### src/rtl/pl_backend_pkg.sv
// Shared definitions for the PL backend frequency meter: FSM states,
// config-word field layout, result-word flag positions and width helpers.
package pl_backend_pkg;

  typedef enum logic [1:0] {
    IDLE    = 2'd0,
    MEASURE = 2'd1,
    DONE    = 2'd2
  } state_t;

  localparam int unsigned WINDOW_LSB = 0;

  function automatic int unsigned clog2(input int unsigned value);
    int unsigned result;
    result = 0;
    for (int unsigned v = 1; v < value; v = v << 1) result++;
    return result;
  endfunction

  // Select field is never narrower than one bit, even for a single input.
  function automatic int unsigned sel_width(input int unsigned num_inputs);
    return (clog2(num_inputs) == 0) ? 1 : clog2(num_inputs);
  endfunction

  function automatic int unsigned sel_lsb(input int unsigned window_width);
    return WINDOW_LSB + window_width;
  endfunction

  function automatic int unsigned overflow_bit(input int unsigned buffer_out_width);
    return buffer_out_width - 1;
  endfunction

  function automatic int unsigned sel_error_bit(input int unsigned buffer_out_width);
    return buffer_out_width - 2;
  endfunction

endpackage

### src/rtl/pl_backend_freq_meter_if.sv
// Frontend-to-backend handshake and data buffers; the frontend is the master.
interface pl_backend_freq_meter_if #(
  parameter int unsigned BUFFER_IN_WIDTH  = 32,
  parameter int unsigned BUFFER_OUT_WIDTH = 32
);
  logic                        sync;
  logic                        ack;
  logic [BUFFER_IN_WIDTH-1:0]  buffer_in;
  logic [BUFFER_OUT_WIDTH-1:0] buffer_out;

  modport master (output sync, output buffer_in, input ack, input buffer_out);
  modport slave  (input sync, input buffer_in, output ack, output buffer_out);
endinterface

### src/rtl/sync_edge_detector.sv
// Per-bit two-flop synchronizer followed by a registered rising-edge detector.
module sync_edge_detector #(
  parameter int unsigned WIDTH = 1
) (
  input  logic             clock,
  input  logic             reset,
  input  logic [WIDTH-1:0] sig_in,
  output logic [WIDTH-1:0] pulse
);
  logic [WIDTH-1:0] sync1;
  logic [WIDTH-1:0] sync2;
  logic [WIDTH-1:0] prev;

  always_ff @(posedge clock) begin
    if (reset) begin
      sync1 <= '0;
      sync2 <= '0;
      prev  <= '0;
    end else begin
      sync1 <= sig_in;
      sync2 <= sync1;
      prev  <= sync2;
    end
  end

  assign pulse = sync2 & ~prev;
endmodule

### src/rtl/pl_backend_freq_meter.sv
// Counts rising edges of one selected asynchronous input over a programmable
// window of clock cycles and returns the result over the sync/ack handshake.
module pl_backend_freq_meter
  import pl_backend_pkg::*;
#(
  parameter int unsigned NUM_INPUTS       = 8,
  parameter int unsigned WINDOW_WIDTH     = 24,
  parameter int unsigned BUFFER_IN_WIDTH  = 32,
  parameter int unsigned BUFFER_OUT_WIDTH = 32
) (
  input logic                    clock,
  input logic                    reset,
  pl_backend_freq_meter_if.slave bus,
  input logic [NUM_INPUTS-1:0]   sig_in
);
  localparam int unsigned SEL_WIDTH   = sel_width(NUM_INPUTS);
  localparam int unsigned SEL_LSB     = sel_lsb(WINDOW_WIDTH);
  localparam int unsigned COUNT_WIDTH = BUFFER_OUT_WIDTH - 2;
  localparam int unsigned OVF_BIT     = overflow_bit(BUFFER_OUT_WIDTH);
  localparam int unsigned SEL_ERR_BIT = sel_error_bit(BUFFER_OUT_WIDTH);

  state_t                      state;
  logic                        armed;
  logic [WINDOW_WIDTH-1:0]     window_cnt;
  logic [SEL_WIDTH-1:0]        sel_q;
  logic [COUNT_WIDTH-1:0]      count;
  logic                        overflow;
  logic                        sel_error;
  logic                        ack;
  logic [BUFFER_OUT_WIDTH-1:0] buffer_out;
  logic [BUFFER_OUT_WIDTH-1:0] result;

  logic [NUM_INPUTS-1:0]   pulse;
  logic                    sel_pulse;
  logic [WINDOW_WIDTH-1:0] window_field;
  logic [SEL_WIDTH-1:0]    sel_field;
  logic                    sel_bad;
  logic                    unused_cfg_bits;

  sync_edge_detector #(.WIDTH(NUM_INPUTS)) u_edge (
    .clock  (clock),
    .reset  (reset),
    .sig_in (sig_in),
    .pulse  (pulse)
  );

  assign window_field    = bus.buffer_in[WINDOW_LSB +: WINDOW_WIDTH];
  assign sel_field       = bus.buffer_in[SEL_LSB +: SEL_WIDTH];
  assign sel_bad         = 32'(sel_field) >= NUM_INPUTS;
  assign unused_cfg_bits = ^bus.buffer_in;

  always_comb begin
    sel_pulse = 1'b0;
    for (int unsigned i = 0; i < NUM_INPUTS; i++) begin
      if (sel_q == SEL_WIDTH'(i)) sel_pulse = pulse[i];
    end
  end

  always_comb begin
    result                  = '0;
    result[COUNT_WIDTH-1:0] = count;
    result[SEL_ERR_BIT]     = sel_error;
    result[OVF_BIT]         = overflow;
  end

  // armed is only set by seeing sync low in IDLE, so a sync left high after
  // ack drops (or across reset) cannot retrigger a measurement.
  always_ff @(posedge clock) begin
    if (reset) begin
      state      <= IDLE;
      armed      <= 1'b0;
      window_cnt <= '0;
      sel_q      <= '0;
      count      <= '0;
      overflow   <= 1'b0;
      sel_error  <= 1'b0;
      ack        <= 1'b0;
      buffer_out <= '0;
    end else begin
      case (state)
        IDLE: begin
          ack <= 1'b0;
          if (!bus.sync) begin
            armed <= 1'b1;
          end else if (armed) begin
            armed      <= 1'b0;
            window_cnt <= window_field;
            sel_q      <= sel_field;
            count      <= '0;
            overflow   <= 1'b0;
            sel_error  <= sel_bad;
            state      <= (window_field == '0 || sel_bad) ? DONE : MEASURE;
          end
        end
        MEASURE: begin
          if (!bus.sync) begin
            state <= IDLE;
          end else begin
            window_cnt <= window_cnt - 1'b1;
            if (sel_pulse) begin
              if (count == '1) overflow <= 1'b1;
              else             count    <= count + 1'b1;
            end
            if (window_cnt == WINDOW_WIDTH'(1)) state <= DONE;
          end
        end
        DONE: begin
          if (!ack) begin
            buffer_out <= result;
            if (bus.sync) ack   <= 1'b1;
            else          state <= IDLE;
          end else if (!bus.sync) begin
            ack   <= 1'b0;
            state <= IDLE;
          end
        end
        default: state <= IDLE;
      endcase
    end
  end

  assign bus.ack        = ack;
  assign bus.buffer_out = buffer_out;
endmodule
### src/flat_wrapper.sv
// flat-port wrapper written by rule: the top's interface ports become plain ports
module pl_backend_freq_meter_flat import pl_backend_pkg::*;
#(
  parameter int unsigned NUM_INPUTS       = 8,
  parameter int unsigned WINDOW_WIDTH     = 24,
  parameter int unsigned BUFFER_IN_WIDTH  = 32,
  parameter int unsigned BUFFER_OUT_WIDTH = 32
)
  (clock, reset, sig_in, bus_sync, bus_buffer_in, bus_ack, bus_buffer_out);
  pl_backend_freq_meter_if #(.BUFFER_IN_WIDTH(BUFFER_IN_WIDTH), .BUFFER_OUT_WIDTH(BUFFER_OUT_WIDTH)) bus_i ();
  input logic clock;
  input logic reset;
  input logic [NUM_INPUTS-1:0] sig_in;
  input wire logic [$bits(bus_i.sync)-1:0] bus_sync;
  input wire logic [$bits(bus_i.buffer_in)-1:0] bus_buffer_in;
  output wire logic [$bits(bus_i.ack)-1:0] bus_ack;
  output wire logic [$bits(bus_i.buffer_out)-1:0] bus_buffer_out;
  assign bus_i.sync = bus_sync;
  assign bus_i.buffer_in = bus_buffer_in;
  assign bus_ack = bus_i.ack;
  assign bus_buffer_out = bus_i.buffer_out;
  pl_backend_freq_meter #(.NUM_INPUTS(NUM_INPUTS), .WINDOW_WIDTH(WINDOW_WIDTH), .BUFFER_IN_WIDTH(BUFFER_IN_WIDTH), .BUFFER_OUT_WIDTH(BUFFER_OUT_WIDTH)) u_core (.clock(clock), .reset(reset), .bus(bus_i), .sig_in(sig_in));
endmodule
### config.mk
export PLATFORM = sky130hd
export DESIGN_NAME = pl_backend_freq_meter_flat
export DESIGN_NICKNAME = d
export VERILOG_FILES = /design/src/rtl/pl_backend_pkg.sv /design/src/rtl/pl_backend_freq_meter_if.sv /design/src/rtl/sync_edge_detector.sv /design/src/rtl/pl_backend_freq_meter.sv /design/src/flat_wrapper.sv
export SDC_FILE = /design/constraint.sdc
export NUM_CORES = 1
export LEC_CHECK = 0
export ABC_CLOCK_PERIOD_IN_PS = 2900
export CORE_MARGIN = 5
export CORE_UTILIZATION = 45
export DETAILED_ROUTE_END_ITERATION = 10
export MAX_ROUTING_LAYER = met4
export PLACE_DENSITY = 0.73
export SYNTH_ARGS = -nofsm -noshare
export SYNTH_HDL_FRONTEND = slang
export SYNTH_SLANG_ARGS = --single-unit
### constraint.sdc
create_clock -name clock -period 2.9 [get_ports clock]
set_clock_uncertainty 0.15 [all_clocks]
set_input_delay 0.435 -clock clock [delete_from_list [all_inputs] [get_ports clock]]
set_output_delay 0.435 -clock clock [all_outputs]
set_load 0.01 [all_outputs]
==> key figures, run 1 <==
Outcome
  – Status: finished, final reports clean

Placed design
  – Detailed Place HPWL: 9.28 mm
  – GPL Wtd Cong: roughly 0.9
  – Place WS: between 0.3 and 0.4 ns
  – Placed insts: about 850
  – # port buffers: 69

Floorplanning
  – Die X: 120 um
  – Row Count: 40
  – Initial core utilization: approximately 46%
  – Die ar.: 14500 um^2
  – Die Height: 120 um
  – Io pins: 76
  – Core area: ~12000 um^2

Logic synthesis
  – Synth Flop Type: dfxtp_1
  – Yosys top cell area share: 42.7%
  – Sequential element share of the synthesized area: 42.7%
  – Number of flops mapped to enable cells by yosys: 0
  – Synth top area cells: dfxtp_1 43%, a21oi_1 7.0%, nand2_1 6.8%, nor2b_1 3.3%, or4_1 3.1%
  – Net Count, Synth: 712
  – Yosys cell types: 67
  – Gate Count Post-Synth: between 600 and 700
  – Synthesized area: 5490 um^2
  – #FFs+latches synth: 117
  – Leading area contributor after synthesis: dfxtp_1
  – Synth Area per Inst: between 8 and 9 um^2
  – Synth async-reset ratio: 0%
  – Ys Warns: 0

Pwr
  – Static Leak: 2.34 nW
  – Pwr dens: between 500 and 600 nW/um^2
  – Max VDD drop: 448 uV
  – Pwr Total: 4.08 mW

Clock network
  – Worst-path clk slew: 0.05 ns
  – Clk buf depth: 2
  – CTS tree: done
  – Hold Buf Count CTS: 0
  – CTS Buf Count: 17
  – Skew-Pair Late Insertion Delay: just over 0.4 ns
  – Root Buffer: clkbuf_16
  – Setup Buffers After CTS: 0
  – Clock sink total: 117
  – CTS resizes: 0
  – H-tree Lvls: 4

Timing
  – Minimum clock period: approximately 2.4 ns
  – Endpoints failing setup: 0
  – Max-slew violation count: 0
  – Period utilization: 83.3%
  – Tightest Pin Transition: 0.984 ns
  – TNS Setup: 0 ns
  – RSZ-0062 raised after global routing: false
  – Slew headroom: 34.4%
  – Final Hold Viols: 0
  – Final worst slack: 0.486 ns
  – Maximum clock rate: 414 MHz

Finish
  – Layout area overhead: 24.7%
  – Final instance count without filler cells: approximately 900
  – N_diodes: 0
  – Share of layout cells above drive strength 1: 8.77%
  – Total Nets Final: 763

Worst setup path
  – Critical path arrival: 2.53 ns
  – Max FO, Critical Path: 6
  – Critical path class: flop to flop
  – WP data required: about 3.0 ns
  – CP endpoint kind: flop
  – Element type at the critical path start: flop

GRT
  – Largest net degree at the start of global routing: 56
  – Overall Global Routing Usage: 19.9%
  – Antenna violations before repair: 0
  – First-pass GRT wire length: 23.2 mm
  – Vias in the first global route: 4951
  – Gr ovfl total: 0

Route
  – Via count: 5202
  – Routed Antenna Nets: 0
  – First DRT Iteration DRCs: 369
  – Wirelength, routed: 13.5 mm
  – DRT Pass-1 Iters: 5
  – Drt drc: 0
  – DR vias/cell: 5.93
  – Wire length per cell: between 15 and 20 um

Min path
  – HP Class: flop to flop

Run
  – MaxCap Viol Count: 0
## metrics by stage
stage          hold WS [ns]  util [%]  cell area, um^2
5_1_grt               0.308      57.0             6850
4_1_cts               0.283      57.0             6850
3_5_place_dp          0.270      52.1             6260
3_3_place_gp          0.268      52.1             6260
2_1_floorplan         0.264         -             5490
6_report              0.283      57.0             6850
## cell usage after synthesis, types with 8 or more instances
master    instances
a211oi_1          9
nand2_1          99
nor2_1           39
clkbuf_1         38
nor3_1           10
and3_1            9
nand3_1          17
o21ai_0          18
nor4_1           17
dfxtp_1         117
or4_1            23
nand4_1          16
and4_1            8
nor2b_1          29
o31ai_1          18
a21oi_1          77
## where the power goes
| part | switching, mW | total (mW) | internal [mW] |
|---|---|---|---|
| clock | 0.733 | 2.03 | 1.30 |
| sequential | 0.0329 | 1.68 | 1.65 |
| combinational | 0.217 | 0.371 | 0.154 |
| total | 0.984 | 4.08 | 3.10 |
## layer usage
| metal | track usage, % | vias up | routed length [um] |
|---|---|---|---|
| met5 | - | - | 0 |
| li1 | - | 2575 | - |
| met1 | 23.9 | 2449 | 5910 |
| met4 | 7.37 | 0 | 233 |
| met2 | 32.9 | 155 | 6620 |
| met3 | 4.44 | 23 | 719 |
## critical path, stage by stage, from the launching register on
cell	delay [ns]
dfxtp_1	0.37
inv_1	0.09
ha_1	0.24
or4b_1	0.57
nor4_1	0.32
buf_4	0.19
nand4b_1	0.08
a21oi_1	0.17
o32ai_1	0.09
## cells in the final DEF, fill, tap and decap left out, types with 6 or more instances in the layout
master	netlist	final
clkbuf_16	0	17
nand3_1	17	17
and4_1	8	8
nor2_1	39	39
nor3_1	10	9
o21ai_1	6	6
nor2b_1	29	28
a21oi_1	77	77
or3_1	6	6
a211oi_1	9	9
nand4_1	16	16
or4_1	23	23
clkdlybuf4s50_1	0	68
nand2_1	99	99
o31ai_1	18	18
and3_1	9	9
o31a_1	6	6
nor4_1	17	17
o21ai_0	18	18
dfxtp_1	117	117
buf_4	1	14
## state kept, by name, summed over array words and instances (netlist names), 2 cells and up
name                   cells
u_core.state               2
u_core.window_cnt         24
u_core.u_edge.sync2        8
u_core.count              30
u_core.u_edge.sync1        8
u_core.bus.buffer_out     31
u_core.u_edge.prev         8
u_core.sel_q               3
## path summary, 6_finish.rpt
| kind | startpoint | end | slack (ns) | depth (start not counted) |
|---|---|---|---|---|
| max reg2reg | u_core.window_cnt[0] | u_core.window_cnt[20] | 0.49 | 8 |
| max | u_core.window_cnt[0] | u_core.window_cnt[20] | 0.49 | 8 |
| min | u_core.u_edge.sync1[1] | u_core.u_edge.sync2[1] | 0.28 | 1 |
| min reg2reg | u_core.u_edge.sync1[1] | u_core.u_edge.sync2[1] | 0.28 | 1 |
## kinds of logic (layout without fill, tap and decap cells)
logic type      count (synthesis)  after routing  share of synthesized area (%)
simple gates                  300            300                           29.3
compound gates                185            185                           21.8
buf+inv                        56            120                           4.58
fa+ha+maj                       3              3                          0.684
other cells                     1              1                         0.0683
mux                             4              4                          0.957
flops                         117            117                           42.7
## area by class of cell
type | instances | area [um^2]
timing repair buffer | 84 | 811
sequential | 117 | 2340
fill | 1100 | 5160
clock inverter | 13 | 133
tap | 147 | 184
clock buffer | 19 | 453
inverter | 4 | 15.0
multi-input combinational | 493 | 2910
Power figures use the tool's default switching activity.
==> inputs of run 2 (changes only) <==
--- a/config.mk
+++ b/config.mk
@@ -5,7 +5,7 @@
 export SDC_FILE = /design/constraint.sdc
 export NUM_CORES = 1
 export LEC_CHECK = 0
-export ABC_CLOCK_PERIOD_IN_PS = 2900
+export ABC_CLOCK_PERIOD_IN_PS = 2300
 export CORE_MARGIN = 5
 export CORE_UTILIZATION = 45
 export DETAILED_ROUTE_END_ITERATION = 10
==> constraint.sdc (replaced) <==
create_clock -name clock -period 2.3 [get_ports clock]
set_clock_uncertainty 0.15 [all_clocks]
set_input_delay 0.345 -clock clock [delete_from_list [all_inputs] [get_ports clock]]
set_output_delay 0.345 -clock clock [all_outputs]
set_load 0.01 [all_outputs]
==> key figures, run 2 (same netlist as run 1, synthesis figures left out) <==
Outcome
  – Status: finished, final reports clean

Finish
  – Final core occ: between 50% and 60%
  – Largest registers: u_core.bus.buffer_out: 31 flops, u_core.count: 30 flops, u_core.window_cnt: 24 flops
  – Design Area, Final: about 7100 um^2
  – FILL cells: 1095
  – Max FFs per register: 31
  – Area occupied by multi-input gates: 2960 um^2
  – Most frequent cells in the layout: 116 x dfxtp_1, 99 x nand2_1, 76 x a21oi_1, 68 x clkdlybuf4s50_1, 46 x buf_4
  – Most common cell after layout, fill and taps aside: dfxtp_1
  – N_diodes: 0
  – Most flops, register: u_core.bus.buffer_out
  – Total Nets Final: 797
  – Layout area overhead: 29.8%
  – Storage cell area: 2340 um^2
  – Share of layout cells above drive strength 1: a little over an eighth

Timing
  – Minimum clock period: 2.23 ns
  – Endpoints failing setup: 0
  – Max-slew violation count: 0
  – Maximum clock rate: 448 MHz
  – Slew headroom: 57.3%
  – RSZ-0062 raised after global routing: false
  – Period utilization: 97.0%
  – Final Hold Viols: 0
  – Tightest Pin Transition: 0.638 ns

GRT
  – Gr ovfl total: 0
  – Vias in the first global route: 4974
  – First-pass GRT wire length: about 24 mm
  – Overall Global Routing Usage: 20.6%
  – Largest net degree at the start of global routing: 55
  – Antenna violations before repair: 0

Pwr
  – Static Leak: 2.51 nW
  – Max VDD drop: 470 uV
  – Pwr dens: 711 nW/um^2

Route
  – Via count: 5375
  – First DRT Iteration DRCs: 452
  – Wirelength, routed: 14.6 mm
  – Routed Antenna Nets: 0
  – Drt drc: 0
  – DR vias/cell: 5.91
  – Wire length per cell: approximately 16 um
  – DRT Pass-1 Iters: 5

Clock network
  – Worst-path clk slew: 0.05 ns
  – Clock sink total: 117
  – Skew-Pair Late Insertion Delay: slightly above 0.4 ns
  – Clk buf depth: 2
  – Root Buffer: clkbuf_16
  – CTS Buf Count: 17
  – Hold Buf Count CTS: 0
  – CTS tree: done
  – H-tree Lvls: 4

Worst setup path
  – Critical path class: flop to flop
  – WP data required: 2.42 ns
  – Element type at the critical path start: flop
  – Critical path arrival: around 2.4 ns
  – CP endpoint kind: flop
  – Max FO, Critical Path: 6

Floorplanning
  – Io pins: 76
  – Row Count: 40
  – Die Height: 120 um
  – Core area: 12000 um^2
  – Initial core utilization: 45.7%
  – Die X: ~120 um
  – Die ar.: 14500 um^2

Placed design
  – # port buffers: 69
  – Dpl cell area: 6520 um^2
  – GPL Wtd Cong: 0.940
  – Detailed Place HPWL: 9.93 mm

Min path
  – HP Class: primary input to flop

Run
  – MaxCap Viol Count: 0
run 2: cell type report:
type                            instances  share of cell area (%)
Sequential cell                       117                    32.9
Multi-Input combinational cell        493                    41.5
Inverter                                4                   0.211
Clock buffer                           25                    6.81
Timing Repair Buffer                  118                    15.4
Clock inverter                          5                   0.702
Tap cell                              147                    2.58
run 2: metrics by stage:
stage                     setup TNS [ns]  std cells  hold WS [ns]  setup slack, ns  power, mW
after global placement          -0.00358        877         0.266         -0.00358       2.66
after detailed placement          -0.448        877         0.277          -0.0382       2.68
final                                  0        909         0.131           0.0686       5.07
after CTS                              0        907         0.114           0.0541       5.08
after floorplan                        0        666         0.264            0.145       2.45
after global routing                   0        909         0.138          0.00180       5.28
run 2: worst max-delay path, stage by stage (launching register included):
cell	delay, ns
dfxtp_1	0.35
or4_4	0.58
or3_1	0.36
or4_1	0.48
nand3_1	0.10
a31oi_1	0.08
run 2: worst paths after layout:
check	start	endpoint	slack, ns	cells after the start
worst min register to register	u_core.u_edge.sync1[5]	u_core.u_edge.sync2[5]	0.29	1
worst max-delay path	u_core.window_cnt[11]	u_core.window_cnt[21]	0.07	5
worst min-delay path	reset	u_core.sel_q[1]	0.13	2
worst max register to register	u_core.window_cnt[11]	u_core.window_cnt[21]	0.07	5
run 2: per-layer routing:
metal | track usage (%) | part of all wire, % | vias up
met2 | 32.6 | 49 | 211
met4 | 8.14 | 1.5 | 0
met1 | 25.3 | 43 | 2506
met5 | - | 0 | -
met3 | 5.29 | 5.8 | 21
li1 | - | - | 2637
run 2: what timing repair did:
action	4_1_cts	5_1_grt
gates resized for setup	0	10
endpoints found under the setup margin	0	18
buffers inserted	0	1
run 2: where the power goes:
part | switching, mW | total (mW) | internal [mW]
sequential | 0.0394 | 2.12 | 2.08
clock | 0.844 | 2.39 | 1.55
combinational | 0.312 | 0.564 | 0.252
total | 1.20 | 5.07 | 3.88
==> inputs of run 3 (changes only) <==
--- a/config.mk
+++ b/config.mk
@@ -6,11 +6,14 @@
 export NUM_CORES = 1
 export LEC_CHECK = 0
 export ABC_CLOCK_PERIOD_IN_PS = 2300
+export CAP_MARGIN = 20
 export CORE_MARGIN = 5
 export CORE_UTILIZATION = 45
 export DETAILED_ROUTE_END_ITERATION = 10
+export GPL_TIMING_DRIVEN = 0
 export MAX_ROUTING_LAYER = met4
 export PLACE_DENSITY = 0.73
 export SYNTH_ARGS = -nofsm -noshare
 export SYNTH_HDL_FRONTEND = slang
 export SYNTH_SLANG_ARGS = --single-unit
+export TNS_END_PERCENT = 30
==> key figures, run 3 (same netlist as run 1, synthesis figures left out) <==
Outcome
  – Status: finished, final reports clean

Finish
  – Most common cell after layout, fill and taps aside: dfxtp_1
  – Share of layout cells above drive strength 1: 15.2%
  – Most frequent cells in the layout: 107 x dfxtp_1, 99 x nand2_1, 69 x a21oi_1, 69 x clkdlybuf4s50_1, 38 x nor2_1
  – FILL cells: 1095
  – Layout area overhead: 33.8%
  – Max FFs per register: 31
  – Largest registers: u_core.bus.buffer_out: 31 flops, u_core.count: 30 flops, u_core.window_cnt: 24 flops
  – Final instance count without filler cells: between 900 and 1000
  – N_diodes: 0
  – Design Area, Final: about 7300 um^2
  – Area occupied by multi-input gates: between 3000 and 4000 um^2
  – Total Nets Final: approximately 800
  – Storage cell area: between 2000 and 2500 um^2
  – Most flops, register: u_core.bus.buffer_out

GRT
  – Largest net degree at the start of global routing: 17
  – Vias in the first global route: 5315
  – First-pass GRT wire length: 26.3 mm
  – Gr ovfl total: 0
  – Antenna violations before repair: 0
  – Overall Global Routing Usage: 23.5%

Floorplanning
  – Die X: 120 um
  – Io pins: 76
  – Die ar.: about 15000 um^2
  – Die Height: 120 um
  – Initial core utilization: roughly 46%
  – Row Count: 40
  – Core area: 12000 um^2

Min path
  – WHS Endpoint: u_core.u_edge.sync2[1]
  – HP Class: flop to flop
  – Worst hold path depth: 1
  – Origin of the worst min-delay path: u_core.u_edge.sync1[1]

Clock network
  – CTS tree: done
  – Worst-path clk slew: 0.05 ns
  – Skew-Pair Late Insertion Delay: between 0.4 and 0.5 ns
  – Root Buffer: clkbuf_16
  – H-tree Lvls: 4
  – Hold Buf Count CTS: 0
  – CTS Buf Count: 17
  – Clock sink total: 117
  – Clk buf depth: 2

Route
  – DR vias/cell: 6.08
  – DRT Pass-1 Iters: 5
  – Routed Antenna Nets: 0
  – Via count: 5602
  – Wirelength, routed: 16.6 mm
  – Drt drc: 0
  – Wire length per cell: 18.1 um
  – First DRT Iteration DRCs: 529

Pwr
  – Clk network pwr share: 53.0%
  – Share of power burned in registers: 36.8%
  – Static Leak: 2.56 nW
  – Power Internal: 4.46 mW
  – Pwr dens: approximately 780 nW/um^2
  – Logic pwr share: 10.1%
  – Switch Pwr: 1.29 mW
  – Switching Share: 22.4%
  – Max VDD drop: 380 uV

Placed design
  – Dpl cell area: 6370 um^2
  – Placed insts: 882
  – Detailed Place HPWL: between 10 and 15 mm
  – # port buffers: a little under 70
  – GPL Wtd Cong: between 0.9 and 1

Worst setup path
  – Reg2Reg Depth: 5
  – FF-to-FF setup slack: 0.02 ns
  – Crit path max-delay family: simple AND/OR/NAND/NOR gates
  – Max stage delay on crit path: ~0.57 ns
  – Critical path class: flop to flop
  – CP max stage cell: or4_4
  – Element type at the critical path start: flop
  – WP data required: roughly 2.4 ns
  – Bufs and invs on worst path: 0
  – FF-to-FF End: u_core.window_cnt[21]
  – CP endpoint kind: flop
  – Worst-path cell chain: or4_4, or3_4, or4_1, nand3_1, a31oi_1
  – Reg2Reg Launch Point: u_core.window_cnt[12]
  – Critical path arrival: 2.41 ns
  – Max FO, Critical Path: 5

Timing
  – Final Hold Viols: 0
  – RSZ-0062 raised after global routing: true
  – Period utilization: 99.2%
  – Maximum clock rate: 438 MHz
  – Endpoints failing setup: 0
  – Minimum clock period: 2.28 ns
  – Slew headroom: 38.1%
  – Max-slew violation count: 0
  – Tightest Pin Transition: 0.921 ns

Run
  – MaxCap Viol Count: 0
[run 3: cell types whose count changed in the layout (fill, tap and decap cells not counted), sizes merged]
| cell | delta |
|---|---|
| buf | -26 |
| bufinv | +5 |
| clkbuf | +33 |
| clkdlybuf4s50 | +1 |
| clkinv | -1 |
[run 3: what timing repair did]
action	4_1_cts	5_1_grt
gates resized for setup	26	43
buffers inserted	5	6
setup endpoints to repair	49	74
pin swaps	3	20
[run 3: metal layers]
layer,vias to the layer above,wire (um),GRT usage (%)
met4,0,398,10.5
met1,2638,7200,30.4
li1,2661,-,-
met5,-,0,-
met3,32,1410,5.24
met2,271,7630,35.4
[run 3: worst max path at each step]
stage / slack (ns) / to / depth (start not counted) / startpoint
final: 0.02 / u_core.window_cnt[21] / 5 / u_core.window_cnt[12]
after global routing: -0.05 / u_core.count[26] / 7 / u_core.sel_q[0]
after CTS: 0.002 / u_core.count[8] / 8 / u_core.count[1]
after detailed placement: -0.49 / u_core.window_cnt[20] / 8 / u_core.window_cnt[0]
after global placement: -0.45 / u_core.overflow / 7 / bus_sync
after floorplan: 0.15 / u_core.window_cnt[21] / 5 / u_core.window_cnt[11]
[run 3: per-stage QoR]
stage                     power (mW)  hold slack [ns]  TNS [ns]  util, %  worst slack (ns)
after floorplan                 2.45            0.264         0        -             0.145
after global placement          2.64            0.265    -17.09     53.0            -0.449
after detailed placement        2.65            0.283    -16.78     53.0            -0.493
after CTS                       5.72            0.295         0     59.7           0.00200
after global routing            5.92            0.303    -0.204     61.2           -0.0536
final                           5.75            0.288         0     61.2            0.0177
[run 3: worst reg2reg max path, delay by kind of cell (launching register included)]
family          cells  cell delay (ns)
flops               1             0.35
simple gates        4             1.56
compound gates      1             0.09
[run 3: cell type report]
type / instances / share of cell area (%)
plain buffers: 48 / 3.58
clock buffers: 23 / 6.64
clock inverters: 9 / 2.66
inverters: 4 / 0.204
multi-input cells: 493 / 41.6
flip-flops and latches: 117 / 32.1
well taps: 147 / 2.50
repair buffers: 80 / 10.7
[run 3: power groups by stage]
| stage | registers, mW | clock network, mW | logic [mW] |
|---|---|---|---|
| after floorplan | 2.14 | 0 | 0.308 |
| after global placement | 2.15 | 0 | 0.489 |
| after detailed placement | 2.15 | 0 | 0.492 |
| after CTS | 2.11 | 3.08 | 0.528 |
| after global routing | 2.12 | 3.18 | 0.620 |
| final | 2.12 | 3.05 | 0.582 |
